==> src/rtl/cve2_instr_bus_arbiter.sv <==
// rtl/cve2_instr_bus_arbiter.sv - shares the instruction memory port between fetch and one aux requester.
// Optional aux starvation preemption is enabled with `define CVE2_ARB_STARVE_EN.
module cve2_instr_bus_arbiter #(
    parameter int unsigned MAX_OUTSTANDING = 2,
    parameter int unsigned STARVE_LIMIT    = 4
) (
    input  logic        clk_i,
    input  logic        rst_i,
    input  logic        f_req_i,
    input  logic [31:0] f_addr_i,
    output logic        f_gnt_o,
    output logic        f_rvalid_o,
    output logic [31:0] f_rdata_o,
    output logic        f_err_o,
    input  logic        a_req_i,
    input  logic [31:0] a_addr_i,
    output logic        a_gnt_o,
    output logic        a_rvalid_o,
    output logic [31:0] a_rdata_o,
    output logic        a_err_o,
    output logic        instr_req_o,
    output logic [31:0] instr_addr_o,
    input  logic        instr_gnt_i,
    input  logic        instr_rvalid_i,
    input  logic [31:0] instr_rdata_i,
    input  logic        instr_err_i,
    output logic        busy_o,
    output logic        unexp_rvalid_o
);
    localparam int unsigned PW = (MAX_OUTSTANDING > 1) ? $clog2(MAX_OUTSTANDING) : 1;
    localparam int unsigned CW = $clog2(MAX_OUTSTANDING + 1);

    if (STARVE_LIMIT < 1) begin : g_param_check
        $error("STARVE_LIMIT must be at least 1");
    end

    logic                       lock_q, lock_d;
    logic                       owner_q, owner_d;
    logic [MAX_OUTSTANDING-1:0] id_q, id_d;
    logic [PW-1:0]              wr_ptr_q, wr_ptr_d;
    logic [PW-1:0]              rd_ptr_q, rd_ptr_d;
    logic [CW-1:0]              cnt_q, cnt_d;
    logic                       unexp_q, unexp_d;

    logic owner_vld, owner_aux, owner_req, preempt;
    logic q_empty, q_full, grant, push, pop, head_aux;

    `ifdef CVE2_ARB_STARVE_EN
    localparam int unsigned SW = $clog2(STARVE_LIMIT + 1);
    logic [SW-1:0] starve_q, starve_d;

    assign preempt = (starve_q == SW'(STARVE_LIMIT));

    always_comb begin
        starve_d = '0;
        if (a_req_i && !a_gnt_o) begin
            starve_d = preempt ? starve_q : starve_q + SW'(1);
        end
    end

    always_ff @(posedge clk_i) begin
        if (rst_i) begin
            starve_q <= '0;
        end else begin
            starve_q <= starve_d;
        end
    end
    `else
    assign preempt = 1'b0;
    `endif

    // The lock pins the owner of an ungranted address phase until it is granted or withdrawn.
    always_comb begin
        owner_vld = 1'b0;
        owner_aux = 1'b0;
        if (lock_q) begin
            owner_vld = 1'b1;
            owner_aux = owner_q;
        end else if (preempt && a_req_i) begin
            owner_vld = 1'b1;
            owner_aux = 1'b1;
        end else if (f_req_i) begin
            owner_vld = 1'b1;
        end else if (a_req_i) begin
            owner_vld = 1'b1;
            owner_aux = 1'b1;
        end
    end

    assign q_empty   = (cnt_q == '0);
    assign q_full    = (cnt_q == CW'(MAX_OUTSTANDING));
    assign owner_req = owner_vld & (owner_aux ? a_req_i : f_req_i);

    assign instr_req_o  = owner_req & ~q_full;
    assign instr_addr_o = owner_vld ? ((owner_aux ? a_addr_i : f_addr_i) & 32'hFFFF_FFFC) : 32'h0;

    assign grant   = instr_req_o & instr_gnt_i;
    assign f_gnt_o = grant & ~owner_aux;
    assign a_gnt_o = grant & owner_aux;

    assign head_aux   = id_q[rd_ptr_q];
    assign f_rvalid_o = instr_rvalid_i & ~q_empty & ~head_aux;
    assign a_rvalid_o = instr_rvalid_i & ~q_empty & head_aux;
    assign f_rdata_o  = instr_rdata_i;
    assign a_rdata_o  = instr_rdata_i;
    assign f_err_o    = instr_err_i;
    assign a_err_o    = instr_err_i;

    assign busy_o         = ~q_empty | instr_req_o;
    assign unexp_rvalid_o = unexp_q;

    assign push = grant;
    assign pop  = instr_rvalid_i & ~q_empty;

    always_comb begin
        lock_d   = instr_req_o & ~instr_gnt_i;
        owner_d  = lock_d ? owner_aux : owner_q;
        id_d     = id_q;
        wr_ptr_d = wr_ptr_q;
        rd_ptr_d = rd_ptr_q;
        cnt_d    = cnt_q;
        unexp_d  = unexp_q | (instr_rvalid_i & q_empty);
        if (push) begin
            id_d[wr_ptr_q] = owner_aux;
            wr_ptr_d = (wr_ptr_q == PW'(MAX_OUTSTANDING - 1)) ? '0 : wr_ptr_q + PW'(1);
        end
        if (pop) begin
            rd_ptr_d = (rd_ptr_q == PW'(MAX_OUTSTANDING - 1)) ? '0 : rd_ptr_q + PW'(1);
        end
        if (push && !pop) begin
            cnt_d = cnt_q + CW'(1);
        end else if (pop && !push) begin
            cnt_d = cnt_q - CW'(1);
        end
    end

    always_ff @(posedge clk_i) begin
        if (rst_i) begin
            lock_q   <= 1'b0;
            owner_q  <= 1'b0;
            id_q     <= '0;
            wr_ptr_q <= '0;
            rd_ptr_q <= '0;
            cnt_q    <= '0;
            unexp_q  <= 1'b0;
        end else begin
            lock_q   <= lock_d;
            owner_q  <= owner_d;
            id_q     <= id_d;
            wr_ptr_q <= wr_ptr_d;
            rd_ptr_q <= rd_ptr_d;
            cnt_q    <= cnt_d;
            unexp_q  <= unexp_d;
        end
    end
endmodule

==> config.mk <==
export PLATFORM = sky130hd
export DESIGN_NAME = cve2_instr_bus_arbiter
export DESIGN_NICKNAME = d
export VERILOG_FILES = /design/src/rtl/cve2_instr_bus_arbiter.sv
export SDC_FILE = /design/constraint.sdc
export NUM_CORES = 1
export LEC_CHECK = 0
export ABC_AREA = 1
export CAP_MARGIN = 20
export CORE_AREA = 2 2 81 83
export DETAILED_ROUTE_END_ITERATION = 8
export DIE_AREA = 0 0 83 85
export PLACE_DENSITY = 0.81
export SLEW_MARGIN = 20
export SYNTH_ARGS = -nofsm -noshare
export SYNTH_HDL_FRONTEND = slang
export SYNTH_SLANG_ARGS = --single-unit
==> constraint.sdc <==
create_clock -name clk_i -period 2.1 [get_ports clk_i]
set_input_delay 0.21 -clock clk_i [delete_from_list [all_inputs] [get_ports clk_i]]
set_output_delay 0.21 -clock clk_i [all_outputs]
set_load 0.01 [all_outputs]
==> metrics.yaml, run 1 <==
place.gp.congestion: 0.783
dr.pass1.iters: 4
htreeDepth: 1
worst_pin_slew_ns: 0.547
synth_top_area_share: 0.342
maxCapViolations: 0
ys_seq_area_frac: 0.121
core_um2: 6200
fin_crit_sh: 0.945
pwr-share-comb: 0.610
layout_commonest_cell: "nand2_1"
fin_worst_skew_ns: 0.00172
first_iter_violations: 47
clk_latency_ns: 0.24
grt_pass1_vias: 1515
clockBufferDepth: 2
seq_power_share: 0.208
switching_share: 0.354
io_buffers: 102
worstSetupStartpointType: "input port"
dpl_worst_slack_ns: -0.109
cts-root-buf: "clkbuf_8"
slew_viol_final: 0
wirelength_mm: 4.66
fillers: 660
drive_above_1_share: 0.141
synth_area_leaders: "buf_4 34%, nand2_1 18%, dfxtp_1 12%"
cts_tree: "built"
cp.required_ns: 1.89
cts_buffers: 3
die_w_um: 83
area_growth_pct: 55.3
p_leak_uw: 0.00130
status: "completed"
initial_utilization: 0.241
yosys_register_bits: 9
io_pins: 208
grt_usage: 0.123
power.density_nw_per_um2: 478
grt_pass1_wl_mm: 7.17
cts_sinks: 9
avgSynthCellArea_um2: 6.30
drtAntennaViolNets: 0
postSynthCellCount: 237
max_freq_mhz: 504
crit_type: "input port to primary output"
final-hold-violation-count: 0
peakVddDrop_uv: 461
hold_path.class: "input port to primary output"
syn_area_um2: 1490
rsz0062_at_grt: "false"
relSlewSlack: 0.632
clockPowerShare: 0.182
die_h_um: 85
setup_violations: 0
rows: 29
worstPathMaxFanout: 2
vias_per_cell: 4.35
final_cell_mix: "70 x nand2_1, 69 x clkdlybuf4s50_1, 31 x dlymetal6s2s_1, 27 x a21oi_1"
grt_overflow: 0
grt_max_degree: 27
wl_per_cell_um: 12.9
yosysTopAreaCell: "buf_4"
antenna_found_initial: 0
rrSetupSlack_ns: 0.38
post-route-util: 0.374
die_area_um2: 7060
p_int_uw: 716
yosysWarnings: 0
drc: 0
synth.distinct_cells: 24
route.vias.total: 1572
n_antenna_cell: 0
p_switching_uw: 392
multi_input_area_um2: 681
fin_ws_ns: 0.114
place_hpwl_mm: 3.90
min_period_ns: 1.99
nets: 389
arrival_ns: 1.78
worst_setup_path_end_kind: "primary output"
total_power_uw: 1110
final-seq-area_um2: 181
logic make-up after synthesis:
kind of cell | after synthesis | share of synthesized area
simple gates | 88 | 0.236
fa+ha+maj | 1 | 0.00838
flops | 9 | 0.121
other cells | 1 | 0.00251
buf+inv | 91 | 0.433
compound gates | 47 | 0.200
worst max-delay path, cell delays in order:
cell and delay (ns):
clkdlybuf4s50_1 0.52, buf_4 0.14, nand2_1 0.12, buf_4 0.17, nand3_1 0.08, clkdlybuf4s50_1 0.54
synthesized netlist by cell type, drive strengths merged:
cell type and n:
clkbuf 2, o21ai 8, nor3 1, inv 14
conb 1, nor2 11, nand2 71, dfxtp 9
a21oi 39, nand3 2, buf 75, ha 1
nand4 3
cell type report:
class | instances | share of cell area
sequential | 9 | 0.0783
inverter | 14 | 0.0237
timing repair buffer | 119 | 0.543
multi-input combinational | 138 | 0.294
tap | 77 | 0.0416
clock buffer | 4 | 0.0194
registers in the layout (all words and copies together) (netlist names):
| name | count |
|---|---|
| id_q | 2 |
| unexp_rvalid_o | 1 |
| owner_q | 1 |
| cnt_q | 2 |
| wr_ptr_q | 1 |
| lock_q | 1 |
| rd_ptr_q | 1 |
stage by stage:
stage	TNS, ns	hold slack [ns]	instance area, µm²	std cells
2_1_floorplan	0	0.272	1500	238
3_3_place_gp	-1.60	0.420	2170	356
3_5_place_dp	-2.34	0.420	2170	356
4_1_cts	-2.50	0.420	2220	360
5_1_grt	0	0.420	2320	361
6_report	0	0.420	2320	361
power by group through the flow:
| stage | Sequential, µW | Clock (µW) | Combinational (µW) |
|---|---|---|---|
| floorplan | 229 | 0 | 443 |
| detailed placement | 233 | 0 | 696 |
| finish | 230 | 202 | 676 |
| global route | 236 | 212 | 742 |
| CTS | 230 | 207 | 696 |
| global placement | 230 | 0 | 685 |
layer usage:
layer	up-vias	wire length, µm	global-route usage
met1	689	1580	0.119
met2	102	2460	0.238
li1	771	-	-
met3	10	537	0.0467
met4	0	85	0.0402
met5	-	0	0
final timing paths:
path,from,to,depth (start not counted)
max,f_req_i,busy_o,6
min,instr_rdata_i[15],a_rdata_o[15],0
max reg2reg,lock_q$_SDFF_PP0_,cnt_q[1]$_SDFFE_PP0P_,11
min reg2reg,owner_q$_SDFFE_PP0P_,owner_q$_SDFFE_PP0P_,2
what timing repair did:
| item | CTS | global route |
|---|---|---|
| resized for setup | 2 | 36 |
| setup buffers | 0 | 1 |
| cloned | 0 | 0 |
| setup endpoints to repair | 31 | 30 |
| hold buffers | 0 | 0 |
| pin swaps | 0 | 0 |
| endpoints found under the hold margin | 0 | 0 |
Power figures use the tool's default switching activity.
==> inputs of run 2 (changes only) <==
==> constraint.sdc (replaced) <==
create_clock -name clk_i -period 2.1 [get_ports clk_i]
set_input_delay 0.315 -clock clk_i [delete_from_list [all_inputs] [get_ports clk_i]]
set_output_delay 0.315 -clock clk_i [all_outputs]
set_load 0.01 [all_outputs]
==> metrics.yaml, run 2 (same netlist as run 1, synthesis figures left out) <==
nets: 397
worst_setup_path_end_kind: "primary output"
drive_above_1_share: 0.247
path_clk_slew_ns: 0.05
placed_cell_area_um2: 2180
final_cell_area_um2: 2310
dpl_worst_slack_ns: -0.286
multi_input_area_um2: 714
place_hpwl_mm: 3.92
cp.required_ns: 1.78
cpMostUsedCell: "clkdlybuf4s50_1"
grt_max_degree: 27
clk_latency_ns: 0.23
wirelength_mm: 5.02
maxCapViolations: 0
worstPathCellList: "clkdlybuf4s50_1 -> o21ai_1 -> nor2_1 -> clkdlybuf4s50_1"
rows: 29
io_pins: 208
max_freq_mhz: 501
ctsHoldBuffers: 0
io_buffers: 102
hold_path.class: "flip-flop to flip-flop"
antenna_found_initial: 0
n_antenna_cell: 0
fin_crit_sh: 0.951
vias_per_cell: 4.33
arrival_ns: 1.68
grt_pass1_vias: 1597
fin_worst_skew_ns: 0.00211
drtAntennaViolNets: 0
die_w_um: 83
cts_buffers: 3
crit_type: "input port to primary output"
reg_top3: "cnt_q: 2 flops, id_q: 2 flops"
dr.pass1.iters: 4
area_growth_pct: 54.7
drc: 0
grt_pass1_wl_mm: 7.68
fin_ws_ns: 0.104
slew_viol_final: 0
grt_overflow: 0
cts-root-buf: "clkbuf_8"
final-seq-area_um2: 181
min_period_ns: 2.00
first_iter_violations: 37
dp.cells: 357
cts_tree: "built"
final-hold-violation-count: 0
cpPeakStageDelay_ns: 0.55
route.vias.total: 1596
htreeDepth: 1
clockBufferDepth: 2
worstPathMaxFanout: 5
rsz0062_at_grt: "false"
die_h_um: 85
layout_commonest_cell: "nand2_1"
worstSetupStartpointType: "input port"
crit_slowest_cell: "clkdlybuf4s50_1"
wl_per_cell_um: 13.6
fillers: 647
final_cells: 369
setup_violations: 0
post-route-util: 0.372
peakVddDrop_uv: 500
die_area_um2: 7060
status: "completed"
p_leak_uw: 0.00101
power.density_nw_per_um2: 500
core_um2: 6200
grt_usage: 0.132
place.gp.congestion: 0.864
final_cell_mix: "70 x nand2_1, 66 x clkdlybuf4s50_1, 25 x a21oi_1, 16 x buf_4"
cts_sinks: 9
initial_utilization: 0.241
-- run 2: worst max-delay path: cells and delay by family --
kind | cells | cell delay (ns)
AOI/OAI and AO/OA | 1 | 0.18
buffers and inverters | 2 | 1.03
and+or+nand+nor | 1 | 0.15
-- run 2: through the flow --
step	hold WS (ns)	TNS, ns	power (µW)
after floorplan	0.377	0	672
after global placement	0.461	-8.21	917
after detailed placement	0.462	-9.08	932
after CTS	0.476	-0.0164	1130
after global routing	0.493	0	1240
final	0.470	0	1160
-- run 2: layout make-up --
| class | count | area share |
|---|---|---|
| timing repair buffer | 127 | 0.526 |
| multi-input combinational | 138 | 0.309 |
| sequential | 9 | 0.0785 |
| tap | 77 | 0.0417 |
| inverter | 14 | 0.0249 |
| clock buffer | 4 | 0.0195 |
-- run 2: per-layer routing --
layer,vias up,GRT usage,wire length (µm)
li1,785,-,-
met4,0,0.0417,68
met2,102,0.266,2700
met5,-,0,0
met1,699,0.127,1760
met3,10,0.0389,488
-- run 2: where the power goes --
part	internal, µW	total (µW)	leakage [µW]	switching, µW
Combinational	387	720	0.000909	333
Sequential	207	233	0.0000745	25.9
Clock	132	203	0.0000228	70.6
Total	727	1160	0.00101	429
-- run 2: what timing repair did --
item,4_1_cts,5_1_grt
pin swaps,4,4
gates resized for setup,93,21
cloned,2,0
endpoints found under the setup margin,34,35
buffers inserted,5,1
-- run 2: final timing paths --
check                           slack (ns)  depth (start not counted)            startpoint                     to
worst max register to register        0.24                         12     lock_q$_SDFF_PP0_  cnt_q[1]$_SDFFE_PP0P_
worst min-delay path                  0.47                          2  owner_q$_SDFFE_PP0P_   owner_q$_SDFFE_PP0P_
worst min register to register        0.47                          2  owner_q$_SDFFE_PP0P_   owner_q$_SDFFE_PP0P_
worst max-delay path                  0.10                          4        instr_rvalid_i             f_rvalid_o
